===== config.mk =====
export PLATFORM = sky130hd
export DESIGN_NAME = regfile_port_arbiter
export DESIGN_NICKNAME = d
export VERILOG_FILES = /design/src/rtl/regfile_port_arbiter.sv
export SDC_FILE = /design/constraint.sdc
export NUM_CORES = 1
export LEC_CHECK = 0
export ABC_AREA = 1
export CAP_MARGIN = 20
export CORE_MARGIN = 3
export CORE_UTILIZATION = 48
export DETAILED_ROUTE_END_ITERATION = 6
export PLACE_DENSITY = 0.89
export SKIP_LAST_GASP = 1
export SYNTH_ARGS = -nofsm -noshare
export SYNTH_HDL_FRONTEND = slang
export SYNTH_SLANG_ARGS = --single-unit
export TNS_END_PERCENT = 10

===== constraint.sdc =====
create_clock -name clk -period 7.7 [get_ports clk]
set_clock_uncertainty 0.2 [all_clocks]
set_input_delay 0.77 -clock clk [delete_from_list [all_inputs] [get_ports clk]]
set_output_delay 0.77 -clock clk [all_outputs]
set_load 0.005 [all_outputs]

===== src/rtl/regfile_port_arbiter.sv =====
// rtl/regfile_port_arbiter.sv - shares register file read/write ports between two issue lanes and two writeback sources
module regfile_port_arbiter #(
    parameter int NUM_REGS = 64,
    parameter int ADDR_W   = $clog2(NUM_REGS),
    parameter int DATA_W   = 32
) (
    input  logic              clk,
    input  logic              reset,
    input  logic              rd_a_valid,
    output logic              rd_a_ready,
    input  logic [1:0]        rd_a_en,
    input  logic [ADDR_W-1:0] rd_a_addr0,
    input  logic [ADDR_W-1:0] rd_a_addr1,
    output logic              rd_a_rsp_valid,
    output logic [DATA_W-1:0] rd_a_rsp_data0,
    output logic [DATA_W-1:0] rd_a_rsp_data1,
    input  logic              rd_b_valid,
    output logic              rd_b_ready,
    input  logic [1:0]        rd_b_en,
    input  logic [ADDR_W-1:0] rd_b_addr0,
    input  logic [ADDR_W-1:0] rd_b_addr1,
    output logic              rd_b_rsp_valid,
    output logic [DATA_W-1:0] rd_b_rsp_data0,
    output logic [DATA_W-1:0] rd_b_rsp_data1,
    input  logic              wb_alu_valid,
    output logic              wb_alu_ready,
    input  logic [ADDR_W-1:0] wb_alu_addr,
    input  logic [DATA_W-1:0] wb_alu_data,
    input  logic              wb_mem_valid,
    output logic              wb_mem_ready,
    input  logic [ADDR_W-1:0] wb_mem_addr,
    input  logic [DATA_W-1:0] wb_mem_data,
    output logic [1:0]        rf_read_en,
    output logic [ADDR_W-1:0] rf_raddr_0,
    output logic [ADDR_W-1:0] rf_raddr_1,
    input  logic [DATA_W-1:0] rf_rdata_0,
    input  logic [DATA_W-1:0] rf_rdata_1,
    output logic              rf_write_en,
    output logic [ADDR_W-1:0] rf_waddr,
    output logic [DATA_W-1:0] rf_wdata
);

    typedef enum logic {LANE_A, LANE_B} lane_e;
    typedef enum logic {SRC_ALU, SRC_MEM} src_e;

    lane_e rd_ptr_q, rd_ptr_d;
    src_e  wr_ptr_q, wr_ptr_d;

    logic              rsp_a_valid_q, rsp_a_valid_d, rsp_b_valid_q, rsp_b_valid_d;
    logic [DATA_W-1:0] rsp_a_data0_q, rsp_a_data0_d, rsp_a_data1_q, rsp_a_data1_d;
    logic [DATA_W-1:0] rsp_b_data0_q, rsp_b_data0_d, rsp_b_data1_q, rsp_b_data1_d;
    logic              wen_q, wen_d;
    logic [ADDR_W-1:0] waddr_q, waddr_d;
    logic [DATA_W-1:0] wdata_q, wdata_d;

    logic [1:0]        cost_a, cost_b;
    logic              both_fit, gnt_a, gnt_b, gnt_alu, gnt_mem;
    logic [3:0]        op_used, op_port;
    logic [ADDR_W-1:0] op_addr [4];
    logic [DATA_W-1:0] op_data [4];
    logic [DATA_W-1:0] port_data_0, port_data_1;

    // Read grant: both lanes fit in two ports, otherwise the favoured lane wins
    always_comb begin
        cost_a   = 2'(rd_a_en[0]) + 2'(rd_a_en[1]);
        cost_b   = 2'(rd_b_en[0]) + 2'(rd_b_en[1]);
        both_fit = (3'(cost_a) + 3'(cost_b)) <= 3'd2;
        gnt_a    = 1'b0;
        gnt_b    = 1'b0;
        rd_ptr_d = rd_ptr_q;
        if (!reset) begin
            if (rd_a_valid && rd_b_valid && !both_fit) begin
                gnt_a    = (rd_ptr_q == LANE_A);
                gnt_b    = (rd_ptr_q == LANE_B);
                rd_ptr_d = (rd_ptr_q == LANE_A) ? LANE_B : LANE_A;
            end else begin
                gnt_a = rd_a_valid;
                gnt_b = rd_b_valid;
            end
        end
    end

    // Operand packing in order A0, A1, B0, B1; granted sets never exceed two operands
    always_comb begin
        op_used    = {gnt_b & rd_b_en[1], gnt_b & rd_b_en[0], gnt_a & rd_a_en[1], gnt_a & rd_a_en[0]};
        op_addr[0] = rd_a_addr0;
        op_addr[1] = rd_a_addr1;
        op_addr[2] = rd_b_addr0;
        op_addr[3] = rd_b_addr1;
        rf_read_en = 2'b00;
        rf_raddr_0 = '0;
        rf_raddr_1 = '0;
        op_port    = 4'b0000;
        for (int i = 0; i < 4; i++) begin
            if (op_used[i]) begin
                if (!rf_read_en[0]) begin
                    rf_read_en[0] = 1'b1;
                    rf_raddr_0    = op_addr[i];
                end else begin
                    rf_read_en[1] = 1'b1;
                    rf_raddr_1    = op_addr[i];
                    op_port[i]    = 1'b1;
                end
            end
        end
    end

    // The staged write commits only at the end of this cycle, so forward it
    always_comb begin
        port_data_0 = (rf_write_en && rf_waddr == rf_raddr_0) ? rf_wdata : rf_rdata_0;
        port_data_1 = (rf_write_en && rf_waddr == rf_raddr_1) ? rf_wdata : rf_rdata_1;
        for (int i = 0; i < 4; i++) begin
            op_data[i] = '0;
            if (op_used[i]) begin
                op_data[i] = op_port[i] ? port_data_1 : port_data_0;
            end
        end
        rsp_a_valid_d = gnt_a;
        rsp_b_valid_d = gnt_b;
        rsp_a_data0_d = gnt_a ? op_data[0] : rsp_a_data0_q;
        rsp_a_data1_d = gnt_a ? op_data[1] : rsp_a_data1_q;
        rsp_b_data0_d = gnt_b ? op_data[2] : rsp_b_data0_q;
        rsp_b_data1_d = gnt_b ? op_data[3] : rsp_b_data1_q;
    end

    always_comb begin
        gnt_alu  = !reset && wb_alu_valid && (!wb_mem_valid || wr_ptr_q == SRC_ALU);
        gnt_mem  = !reset && wb_mem_valid && (!wb_alu_valid || wr_ptr_q == SRC_MEM);
        wr_ptr_d = wr_ptr_q;
        if (wb_alu_valid && wb_mem_valid) begin
            wr_ptr_d = gnt_alu ? SRC_MEM : SRC_ALU;
        end
        wen_d   = gnt_alu | gnt_mem;
        waddr_d = waddr_q;
        wdata_d = wdata_q;
        if (gnt_alu) begin
            waddr_d = wb_alu_addr;
            wdata_d = wb_alu_data;
        end else if (gnt_mem) begin
            waddr_d = wb_mem_addr;
            wdata_d = wb_mem_data;
        end
    end

    always_ff @(posedge clk) begin
        if (reset) begin
            rd_ptr_q      <= LANE_A;
            wr_ptr_q      <= SRC_ALU;
            rsp_a_valid_q <= 1'b0;
            rsp_b_valid_q <= 1'b0;
            rsp_a_data0_q <= '0;
            rsp_a_data1_q <= '0;
            rsp_b_data0_q <= '0;
            rsp_b_data1_q <= '0;
            wen_q         <= 1'b0;
            waddr_q       <= '0;
            wdata_q       <= '0;
        end else begin
            rd_ptr_q      <= rd_ptr_d;
            wr_ptr_q      <= wr_ptr_d;
            rsp_a_valid_q <= rsp_a_valid_d;
            rsp_b_valid_q <= rsp_b_valid_d;
            rsp_a_data0_q <= rsp_a_data0_d;
            rsp_a_data1_q <= rsp_a_data1_d;
            rsp_b_data0_q <= rsp_b_data0_d;
            rsp_b_data1_q <= rsp_b_data1_d;
            wen_q         <= wen_d;
            waddr_q       <= waddr_d;
            wdata_q       <= wdata_d;
        end
    end

    // Pulses are suppressed while reset is held so an in-flight write is dropped
    assign rd_a_ready     = gnt_a;
    assign rd_b_ready     = gnt_b;
    assign wb_alu_ready   = gnt_alu;
    assign wb_mem_ready   = gnt_mem;
    assign rd_a_rsp_valid = rsp_a_valid_q & ~reset;
    assign rd_b_rsp_valid = rsp_b_valid_q & ~reset;
    assign rd_a_rsp_data0 = rsp_a_data0_q;
    assign rd_a_rsp_data1 = rsp_a_data1_q;
    assign rd_b_rsp_data0 = rsp_b_data0_q;
    assign rd_b_rsp_data1 = rsp_b_data1_q;
    assign rf_write_en    = wen_q & ~reset;
    assign rf_waddr       = waddr_q;
    assign rf_wdata       = wdata_q;

endmodule


==> results.cfg <==
[pwr]
finalPower_mw = 2.40
pwr-share-seq_pct = 40.5
combinationalPowerShare_pct = 22.9
clkPwrFrac_pct = 36.6
power.internal_mw = 1.64
max-vdd-ir-drop_uv = 170
powerDensity_nw_per_um2 = 173
p_leak_nw = 6.60
power.share.switching_pct = 31.6
power_switching_uw = 759

[setup_path]
critPathArrivalTime_ns = 6.46
critPathLaunch = rd_a_en[0]
reg2reg_to = rd_b_rsp_data0[16]
start_kind = input port
timing.rr.start = rd_ptr_q
worstPathRequired_ns = 7.88
regToRegSetupSlack_ns = 3.27
cp-endpoint = rd_b_rsp_data0[16]
path_class = input port to flip-flop
end_kind = flip-flop
path_max_fanout = 33
worst-r2r-cell-count = 17

[clocking]
cts_tree = yes
ctsResizeCount = 0
cts_setup_buffers = 0
clkTransAtPathRegs_ns = 0.07
cts.sinks = 171
clock_latency_ns = 0.44
htree_levels = 4
cts_buffer_depth = 2
ctsHoldBuffers = 0
root_buffer = clkbuf_16
cts_buffers = 17

[yosys]
synthTopCellsByArea = dfxtp_1, nand3_1, nand2_1, inv_1, a21oi_1
yosysTopAreaCellShare_pct = 35.9
ys_types = 30
ys_seq_area_share_pct = 35.9
syn_area_um2 = 9520
netlist_instances = 1553
avgSynthCellArea_um2 = 6.13
ys_seq_elements = 171
synth_area_leader_cell = dfxtp_1
yosysWarnings = 0
syn_nets = 1731

[sta]
timing.final.crit_share_pct = 81.5
fin_tns_setup_ns = 0
worst_slew_pin_slew_ns = 0.961
setup_viol_count_final = 0
finalHoldViolCount = 0
max_freq_mhz = 159
maxSlewViolCount = 0
grt_setup_unrepaired = false
relSlewSlack_pct = 35.8
finalCriticalPeriod_ns = 6.28
whs_ns = 0.267

[drt]
postRouteAntennaNets = 0
viasPerCell = 5.65
first_iter_violations = 1490
drt-total-wl_mm = 41.4
dr.pass1.iters = 6
vias = 12100
routedWlPerCell_um = 19.4
drc = 0

[die]
start_util_pct = 49.9
row_count = 50
core_area_um2 = 19100
die_area_um2 = 21600
io_pins = 361
dieWidth_um = 147
die_y_um = 147

[global_route]
grt_pass1_vias = 11500
grt_usage_pct = 36.8
antenna_found_initial = 0
grt_pass1_wl_mm = 62.9
grt_overflow_total = 0
grt_max_degree = 66

[finish]
final.fill_count = 1570
area.growth.synth_to_final_pct = 45.6
drive_above_1_share_pct = 4.26
final_common_cell = nand2_1
final_cell_mix = nand2_1, nand3_1, clkdlybuf4s50_1, inv_1, dfxtp_1
nets = 2041
postLayoutCellArea_um2 = 13900
antenna_cells = 0

[placed_design]
dp_hpwl_mm = 29.4
numPortBuffers = 360
post_dp_cell_area_um2 = 13300
gp_congestion = 0.938

[job]
cap_violations = 0

[outcome]
status = finished clean

[hold_path]
hold_path_class = flip-flop to flip-flop
==> power by group through the flow <==
stage / Clock, mW / Sequential [mW] / Combinational [mW]
global placement: 0 / 0.988 / 0.526
detailed placement: 0 / 0.988 / 0.534
finish: 0.878 / 0.970 / 0.548
floorplan: 0 / 0.975 / 0.253
CTS: 0.880 / 0.969 / 0.538
global route: 0.915 / 0.973 / 0.589
==> state kept, by name (all words and copies together), names as in the netlist <==
name	count
rsp_a_valid_q	1
rd_a_rsp_data0	32
rf_waddr	6
wen_q	1
rd_a_rsp_data1	32
rd_ptr_q	1
wr_ptr_q	1
rsp_b_valid_q	1
rd_b_rsp_data1	32
rf_wdata	32
rd_b_rsp_data0	32
==> per-stage QoR <==
step           util, %  setup WS (ns)  std cells
3_3_place_gp      69.5           1.36       2103
5_1_grt           72.7           1.15       2136
3_5_place_dp      69.5           1.17       2103
6_report          72.7           1.42       2136
2_1_floorplan        -           3.63       1553
4_1_cts           72.6           1.60       2135
==> kinds of logic after synthesis <==
logic type | after synthesis | share of synthesized area (%)
AND/OR/NAND/NOR | 908 | 42.5
buffers and inverters | 346 | 14.0
flip-flops | 171 | 35.9
AO/OA/AOI/OAI | 124 | 7.02
adder cells (fa/ha/maj) | 4 | 0.604
==> how the worst min path moves through the flow <==
stage | from | to | slack, ns | depth (start not counted)
after floorplan | wr_ptr_q | wr_ptr_q | 0.26 | 2
after global placement | rd_a_rsp_data0[20] | rd_a_rsp_data0[20] | 0.25 | 2
after detailed placement | rd_a_rsp_data0[9] | rd_a_rsp_data0[9] | 0.26 | 2
after CTS | rd_a_rsp_data0[9] | rd_a_rsp_data0[9] | 0.27 | 2
after global routing | rd_a_rsp_data0[9] | rd_a_rsp_data0[9] | 0.29 | 2
final | rd_a_rsp_data0[9] | rd_a_rsp_data0[9] | 0.27 | 2
==> worst max-delay path: stages <==
cell and delay (ns):
clkdlybuf4s50_1 0.62, fa_1 0.62, ha_1 0.17, inv_1 0.05, ha_1 0.27, nand3_1 0.17
nand3_1 0.19, nand4_1 0.55, nand2_1 0.32, nand2_2 0.17, inv_2 0.32, nand2_1 0.13
nand3_1 0.10, nand2_1 0.09, nor3_4 0.18, buf_4 0.43, nand2_2 0.60, nand2_1 0.33
nand3_1 0.11, nand3_1 0.10, nand2_1 0.06, inv_1 0.10
==> synth_stat cells (all sizes together) <==
library cell    n
nand2         426
o211ai          1
fa              1
a21oi          56
nand4           8
nand3b          2
inv           253
nand3         420
buf            38
clkinv          3
clkbuf         52
nor2           49
o21bai          8
or2             2
nor3            1
a31oi          16
o21ai          43
ha              3
dfxtp         171
==> area by class of cell <==
class	instances	area (µm²)	area share, %
Clock buffer	18	439	3.17
Clock inverter	14	153	1.10
Inverter	256	962	6.94
Multi-Input combinational cell	1036	4800	34.6
Sequential cell	171	3420	24.7
Tap cell	260	325	2.35
Timing Repair Buffer	381	3760	27.1
==> metal layers <==
layer | track usage (%) | routed length (µm) | vias up
met5 | 0 | 0 | -
met4 | 19.3 | 2370 | 0
met3 | 7.65 | 4580 | 193
met2 | 61.3 | 19200 | 898
met1 | 44.8 | 15300 | 5406
li1 | - | - | 5567
Note: power is estimated with default switching activity, not from simulation.
